--- src/rtl/instr_fetch_unit.sv ---
// Fetch front end: drives the instruction-memory read address, buffers {pc, instruction}
// pairs in a small FIFO, and handles redirects, flushes and fetch faults.
module instr_fetch_unit #(
    parameter logic [31:0] RESET_PC   = 32'h0000_0000,
    parameter int          FIFO_DEPTH = 2,
    parameter int          IMEM_WORDS = 128
) (
    input  logic        clk,
    input  logic        reset,
    output logic [31:0] instraddr,
    input  logic [31:0] instruction,
    input  logic        redirect_valid,
    input  logic [31:0] redirect_pc,
    output logic        out_valid,
    input  logic        out_ready,
    output logic [31:0] out_instr,
    output logic [31:0] out_pc,
    output logic        fault,
    output logic [1:0]  fault_cause
);

    localparam int          PTR_W      = (FIFO_DEPTH > 1) ? $clog2(FIFO_DEPTH) : 1;
    localparam int          CNT_W      = $clog2(FIFO_DEPTH + 1);
    localparam logic [32:0] IMEM_BYTES = 33'(IMEM_WORDS) << 2;

    localparam logic [1:0] CAUSE_NONE     = 2'd0;
    localparam logic [1:0] CAUSE_MISALIGN = 2'd1;
    localparam logic [1:0] CAUSE_RANGE    = 2'd2;

    typedef enum logic {RUN, HALT} state_e;

    state_e             state_q, state_d;
    logic [1:0]         cause_q, cause_d;
    logic [31:0]        fetch_pc_q, fetch_pc_d;
    logic [31:0]        pc_mem_q    [FIFO_DEPTH];
    logic [31:0]        instr_mem_q [FIFO_DEPTH];
    logic [PTR_W-1:0]   rd_ptr_q, rd_ptr_d;
    logic [PTR_W-1:0]   wr_ptr_q, wr_ptr_d;
    logic [CNT_W-1:0]   count_q, count_d;

    logic in_range, aligned, full, pop, push;

    assign in_range = {1'b0, fetch_pc_q} < IMEM_BYTES;
    assign aligned  = (redirect_pc[1:0] == 2'b00);
    assign full     = (count_q == CNT_W'(FIFO_DEPTH));
    assign pop      = out_valid && out_ready;
    assign push     = (state_q == RUN) && in_range && (!full || pop) && !redirect_valid;

    assign instraddr = fetch_pc_q;
    assign out_valid = (count_q != '0);
    assign out_pc    = out_valid ? pc_mem_q[rd_ptr_q]    : 32'h0;
    assign out_instr = out_valid ? instr_mem_q[rd_ptr_q] : 32'h0;

    // Redirect flushes the queue; a same-cycle pop has already been seen by decode.
    always_comb begin
        fetch_pc_d = fetch_pc_q;
        rd_ptr_d   = rd_ptr_q;
        wr_ptr_d   = wr_ptr_q;
        count_d    = count_q;
        if (redirect_valid) begin
            rd_ptr_d = '0;
            wr_ptr_d = '0;
            count_d  = '0;
            if (aligned) fetch_pc_d = redirect_pc;
        end else begin
            if (pop) rd_ptr_d = rd_ptr_q + PTR_W'(1);
            if (push) begin
                wr_ptr_d   = wr_ptr_q + PTR_W'(1);
                fetch_pc_d = fetch_pc_q + 32'd4;
            end
            if (push && !pop)      count_d = count_q + CNT_W'(1);
            else if (pop && !push) count_d = count_q - CNT_W'(1);
        end
    end

    // NOTE: sequential state uses non-blocking assignments so every register samples pre-edge values.
    always_ff @(posedge clk) begin
        if (reset) begin
            fetch_pc_q <= RESET_PC;
            rd_ptr_q   <= '0;
            wr_ptr_q   <= '0;
            count_q    <= '0;
        end else begin
            fetch_pc_q <= fetch_pc_d;
            rd_ptr_q   <= rd_ptr_d;
            wr_ptr_q   <= wr_ptr_d;
            count_q    <= count_d;
        end
    end

    // NOTE: the buffer storage is cleared on reset because the reset state of the head is architectural.
    always_ff @(posedge clk) begin
        if (reset) begin
            for (int i = 0; i < FIFO_DEPTH; i++) begin
                pc_mem_q[i]    <= 32'h0;
                instr_mem_q[i] <= 32'h0;
            end
        end else if (push) begin
            pc_mem_q[wr_ptr_q]    <= fetch_pc_q;
            instr_mem_q[wr_ptr_q] <= instruction;
        end
    end

    always_ff @(posedge clk) begin
        if (reset) begin
            state_q <= RUN;
            cause_q <= CAUSE_NONE;
        end else begin
            state_q <= state_d;
            cause_q <= cause_d;
        end
    end

    always_comb begin
        state_d = state_q;
        cause_d = cause_q;
        if (redirect_valid) begin
            state_d = aligned ? RUN : HALT;
            cause_d = aligned ? CAUSE_NONE : CAUSE_MISALIGN;
        end else if (state_q == RUN && !in_range) begin
            state_d = HALT;
            cause_d = CAUSE_RANGE;
        end
    end

    always_comb begin
        fault       = (state_q == HALT);
        fault_cause = cause_q;
    end

endmodule

--- config.mk ---
export PLATFORM = sky130hd
export DESIGN_NAME = instr_fetch_unit
export DESIGN_NICKNAME = d
export VERILOG_FILES = /design/src/rtl/instr_fetch_unit.sv
export SDC_FILE = /design/constraint.sdc
export NUM_CORES = 1
export LEC_CHECK = 0
export ABC_CLOCK_PERIOD_IN_PS = 9250
export CORE_MARGIN = 2
export CORE_UTILIZATION = 30
export CTS_CLUSTER_DIAMETER = 200
export DETAILED_ROUTE_END_ITERATION = 12
export GPL_TIMING_DRIVEN = 0
export PLACE_DENSITY = 0.53
export SYNTH_ARGS = -nofsm -noshare
export SYNTH_HDL_FRONTEND = slang
export SYNTH_SLANG_ARGS = --single-unit
--- constraint.sdc ---
create_clock -name clk -period 9.25 [get_ports clk]
set_input_delay 1.85 -clock clk [delete_from_list [all_inputs] [get_ports clk]]
set_output_delay 1.85 -clock clk [all_outputs]
set_load 0.005 [all_outputs]
==> flow_summary.json, run 1 <==
{
  "ios": 168,
  "htree_levels": 4,
  "die_y_um": 161,
  "path_class": "reg2out",
  "maxCapViolations": 0,
  "fin_nets": 920,
  "rr_endpoint": "instr_mem_q[1][31]$_SDFFCE_PN0P_",
  "grt_overflow": 0,
  "placed_area_mm2": 0.00973,
  "ant_nets": 0,
  "netlist_instances": 619,
  "cts.clk_slew.worst_paths_ns": 0.07,
  "cts_hold_buf": 0,
  "whs_endpoint": "fault_cause[0]$_SDFFE_PP0P_",
  "dieArea_mm2": 0.0261,
  "setup_ws_ns": 4.63,
  "cts_buffers": 17,
  "synth_top_family_by_area": "simple AND/OR/NAND/NOR gates",
  "cts_tree": "yes",
  "setup-violations-final": 0,
  "hold_depth": 2,
  "fin_cells": 1187,
  "antenna_cells": 0,
  "skew_ns": 0.0106,
  "place_ws_ns": 4.98,
  "fin_area_mm2": 0.0103,
  "status": "finished, final reports clean",
  "start_kind": "flip-flop",
  "antenna_found_initial": 0,
  "multi_input_area_mm2": 0.00278,
  "route.vias.total": 5285,
  "wl_per_cell_um": 16.0,
  "synthToLayoutAreaGrowth_pct": 38.3,
  "yosys-top-cells-count": "edfxtp_1 (128), nor2_1 (89), and2_1 (84)",
  "yosys-mux-area-fraction_pct": 8.75,
  "synth_area_leaders": "edfxtp_1 (52%), dfxtp_1 (11%), mux2i_1 (8.7%)",
  "drive_above_1_share_pct": 6.49,
  "routabilityCongestion": 0.869,
  "finalMaxSlewViolations": 0,
  "async_reset_ff_share_pct": 0,
  "root_buffer": "clkbuf_16",
  "start_util_pct": 30.6,
  "post_cts.repair.setup_buffers": 0,
  "r2r_slack_ns": 6.59,
  "ir_drop_v": 0.0000822,
  "ys_ff_latch": 168,
  "setup_tns_ns": 0,
  "slowest_delay_ns": 0.68,
  "fin_util_pct": 42.3,
  "yosysSeqAreaShare_pct": 62.5,
  "hp-class": "reg2reg",
  "grt_pass1_wl_um": 29600,
  "power_density_mw_per_mm2": 172,
  "fmax_mhz": 217,
  "synth_ff_type": "edfxtp_1",
  "yosysMostFrequentCell": "edfxtp_1",
  "placed_cells": 1155,
  "cp.required_ns": 7.40,
  "fin_crit_sh_pct": 49.9,
  "cp_max_fo": 10,
  "synth_area_leader_cell": "edfxtp_1",
  "synth_top_area_share_pct": 51.7,
  "hpwl_um": 13000,
  "tightest_slew_ns": 0.806,
  "yosys.area_share.adder_pct": 0.337,
  "port_buffers": 165,
  "drc": 0,
  "synth-simple-area-share_pct": 18.6,
  "ff2ff_path_depth": 5,
  "synth_compound_area_share_pct": 6.55,
  "drtIter0Drc": 339,
  "clock_path_buffers": 2,
  "cts-resized-gates": 0,
  "register_area_mm2": 0.00464,
  "clock-sinks": 168,
  "crit_arrival_ns": 2.77,
  "power.leakage_uw": 0.00352,
  "hp-start": "fault_cause[0]$_SDFFE_PP0P_",
  "critPathSlowestCell": "buf_1",
  "n_fill_cell": 2310,
  "hold_violations": 0,
  "ys_warn_count": 0,
  "period_minus_slack_ns": 4.62,
  "clk_latency_ns": 0.42,
  "syn_area_mm2": 0.00744,
  "synth_xor_xnor_area_share_pct": 0.707,
  "core_area_mm2": 0.0243,
  "syn_avg_cell_area_um2": 12.0,
  "first_pass_iters": 4,
  "slew_headroom_pct": 46.3,
  "synth_cell_types": 55,
  "crit_chain": "clkbuf_1, buf_1, mux2i_1, nor2_1, clkdlybuf4s50_1",
  "grt_pass1_vias": 5166,
  "cp-end-kind": "output pin",
  "grt.total_usage_pct": 14.8,
  "routed_via_density": 4.45,
  "reg2reg_from": "instraddr[19]$_SDFFE_PP0P_",
  "synth_edf_count": 128,
  "die_x_um": 161,
  "drt_wl_total_um": 19000,
  "grt_start_max_net_pins": 58,
  "rsz0062_at_grt": "false",
  "rows": 57
}
-- cell usage in the layout, fill, tap and decap left out, types with 3 or more instances in the layout --
cell             netlist  final
a211oi_1               8      8
a21oi_1               11     11
a22o_1                 8      8
a22oi_1                3      3
a31oi_1                4      4
and2_1                84     84
buf_1                  5      5
buf_2                  3      3
clkbuf_1              30     30
clkbuf_16              0     17
clkdlybuf4s50_1        0    165
clkinv_4               0      4
conb_1                 1     46
dfxtp_1               40     40
edfxtp_1             128    128
inv_1                  8      8
inv_6                  0      4
inv_8                  0      4
mux2i_1               65     65
nand2_1               32     32
nand3_1               13     13
nand4_1                3      3
nor2_1                89     89
nor3_1                12     12
nor4_2                 3      3
o21ai_0                8      8
o22ai_1                3      3
o31ai_1                8      8
o41ai_1                4      4
or3_1                  3      3
xor2_1                 4      4
-- where the power goes --
group / switching [uW] / total, uW / internal [uW]
clock network: 321 / 676 / 355
registers: 21.8 / 880 / 858
logic: 108 / 211 / 104
-- how the worst max path moves through the flow --
stage | slack (ns) | cells past startpoint | start | end
floorplan | 4.85 | 5 | redirect_valid | instr_mem_q[0][0]$_SDFFCE_PN0P_
global placement | 3.42 | 5 | out_ready | pc_mem_q[0][22]$_SDFFCE_PN0P_
detailed placement | 4.98 | 5 | flip-flop | out_instr[12]
CTS | 4.52 | 5 | flip-flop | out_instr[12]
global route | 4.36 | 5 | flip-flop | out_instr[16]
finish | 4.63 | 5 | flip-flop | out_instr[16]
-- sequential cells by signal, indices dropped and copies added, names as in the netlist, named ones only --
| register | cells |
|---|---|
| instraddr | 32 |
| fault_cause | 2 |
| fault | 1 |
| wr_ptr_q | 1 |
| rd_ptr_q | 1 |
| instr_mem_q | 64 |
| pc_mem_q | 64 |
| count_q | 2 |
-- metrics by stage --
step / hold slack (ns) / total power, uW
2_1_floorplan: 0.461 / 992
3_3_place_gp: 0.472 / 1110
3_5_place_dp: 0.485 / 1110
4_1_cts: 0.500 / 1790
5_1_grt: 0.509 / 1850
6_report: 0.494 / 1770
-- cell type report --
class | count | share of cell area, %
Buffer | 40 | 1.54
Clock buffer | 17 | 4.14
Clock inverter | 15 | 1.30
Inverter | 9 | 0.328
Multi-Input combinational cell | 447 | 27.0
Sequential cell | 168 | 45.2
Tap cell | 324 | 3.94
Timing Repair Buffer | 167 | 16.6
-- routing by layer --
layer  GRT usage (%)  wire length, um  vias up
met5               0                0        -
met4            4.02              218        0
met3            3.95             1160       17
met2            23.0             8610      169
met1            20.6             9000     2457
li1                -                -     2642
-- worst max-delay path, delay by kind of cell (launching register included) --
family | cells | cell delay [ns]
buffers and inverters | 3 | 1.75
flip-flops | 1 | 0.31
multiplexers | 1 | 0.16
AND/OR/NAND/NOR | 1 | 0.14
-- cells by family after synthesis --
logic type      count (synthesis)
simple gates                  259
flops                         168
compound gates                 69
mux                            65
buf+inv                        49
xor+xnor                        6
fa+ha+maj                       2
other cells                     1
(Power assumes the default switching activity.)
==> run 2: changes to the inputs <==
- ABC_CLOCK_PERIOD_IN_PS: 9250 -> 4600
- clock period: 9.25 -> 4.6 ns (I/O delays scaled with it)
==> results of run 2 <==
Same layout as run 1 (identical final DEF). Status: finished, final reports clean.
Among the figures that moved: setup slack after placement 4.98 ns -> 1.26 ns; setup slack after layout 4.63 ns -> 0.914 ns; register-to-register setup slack 6.59 ns -> 1.94 ns; total power 1770 uW -> 3550 uW; worst IR drop on VDD 0.0000822 V -> 0.000165 V
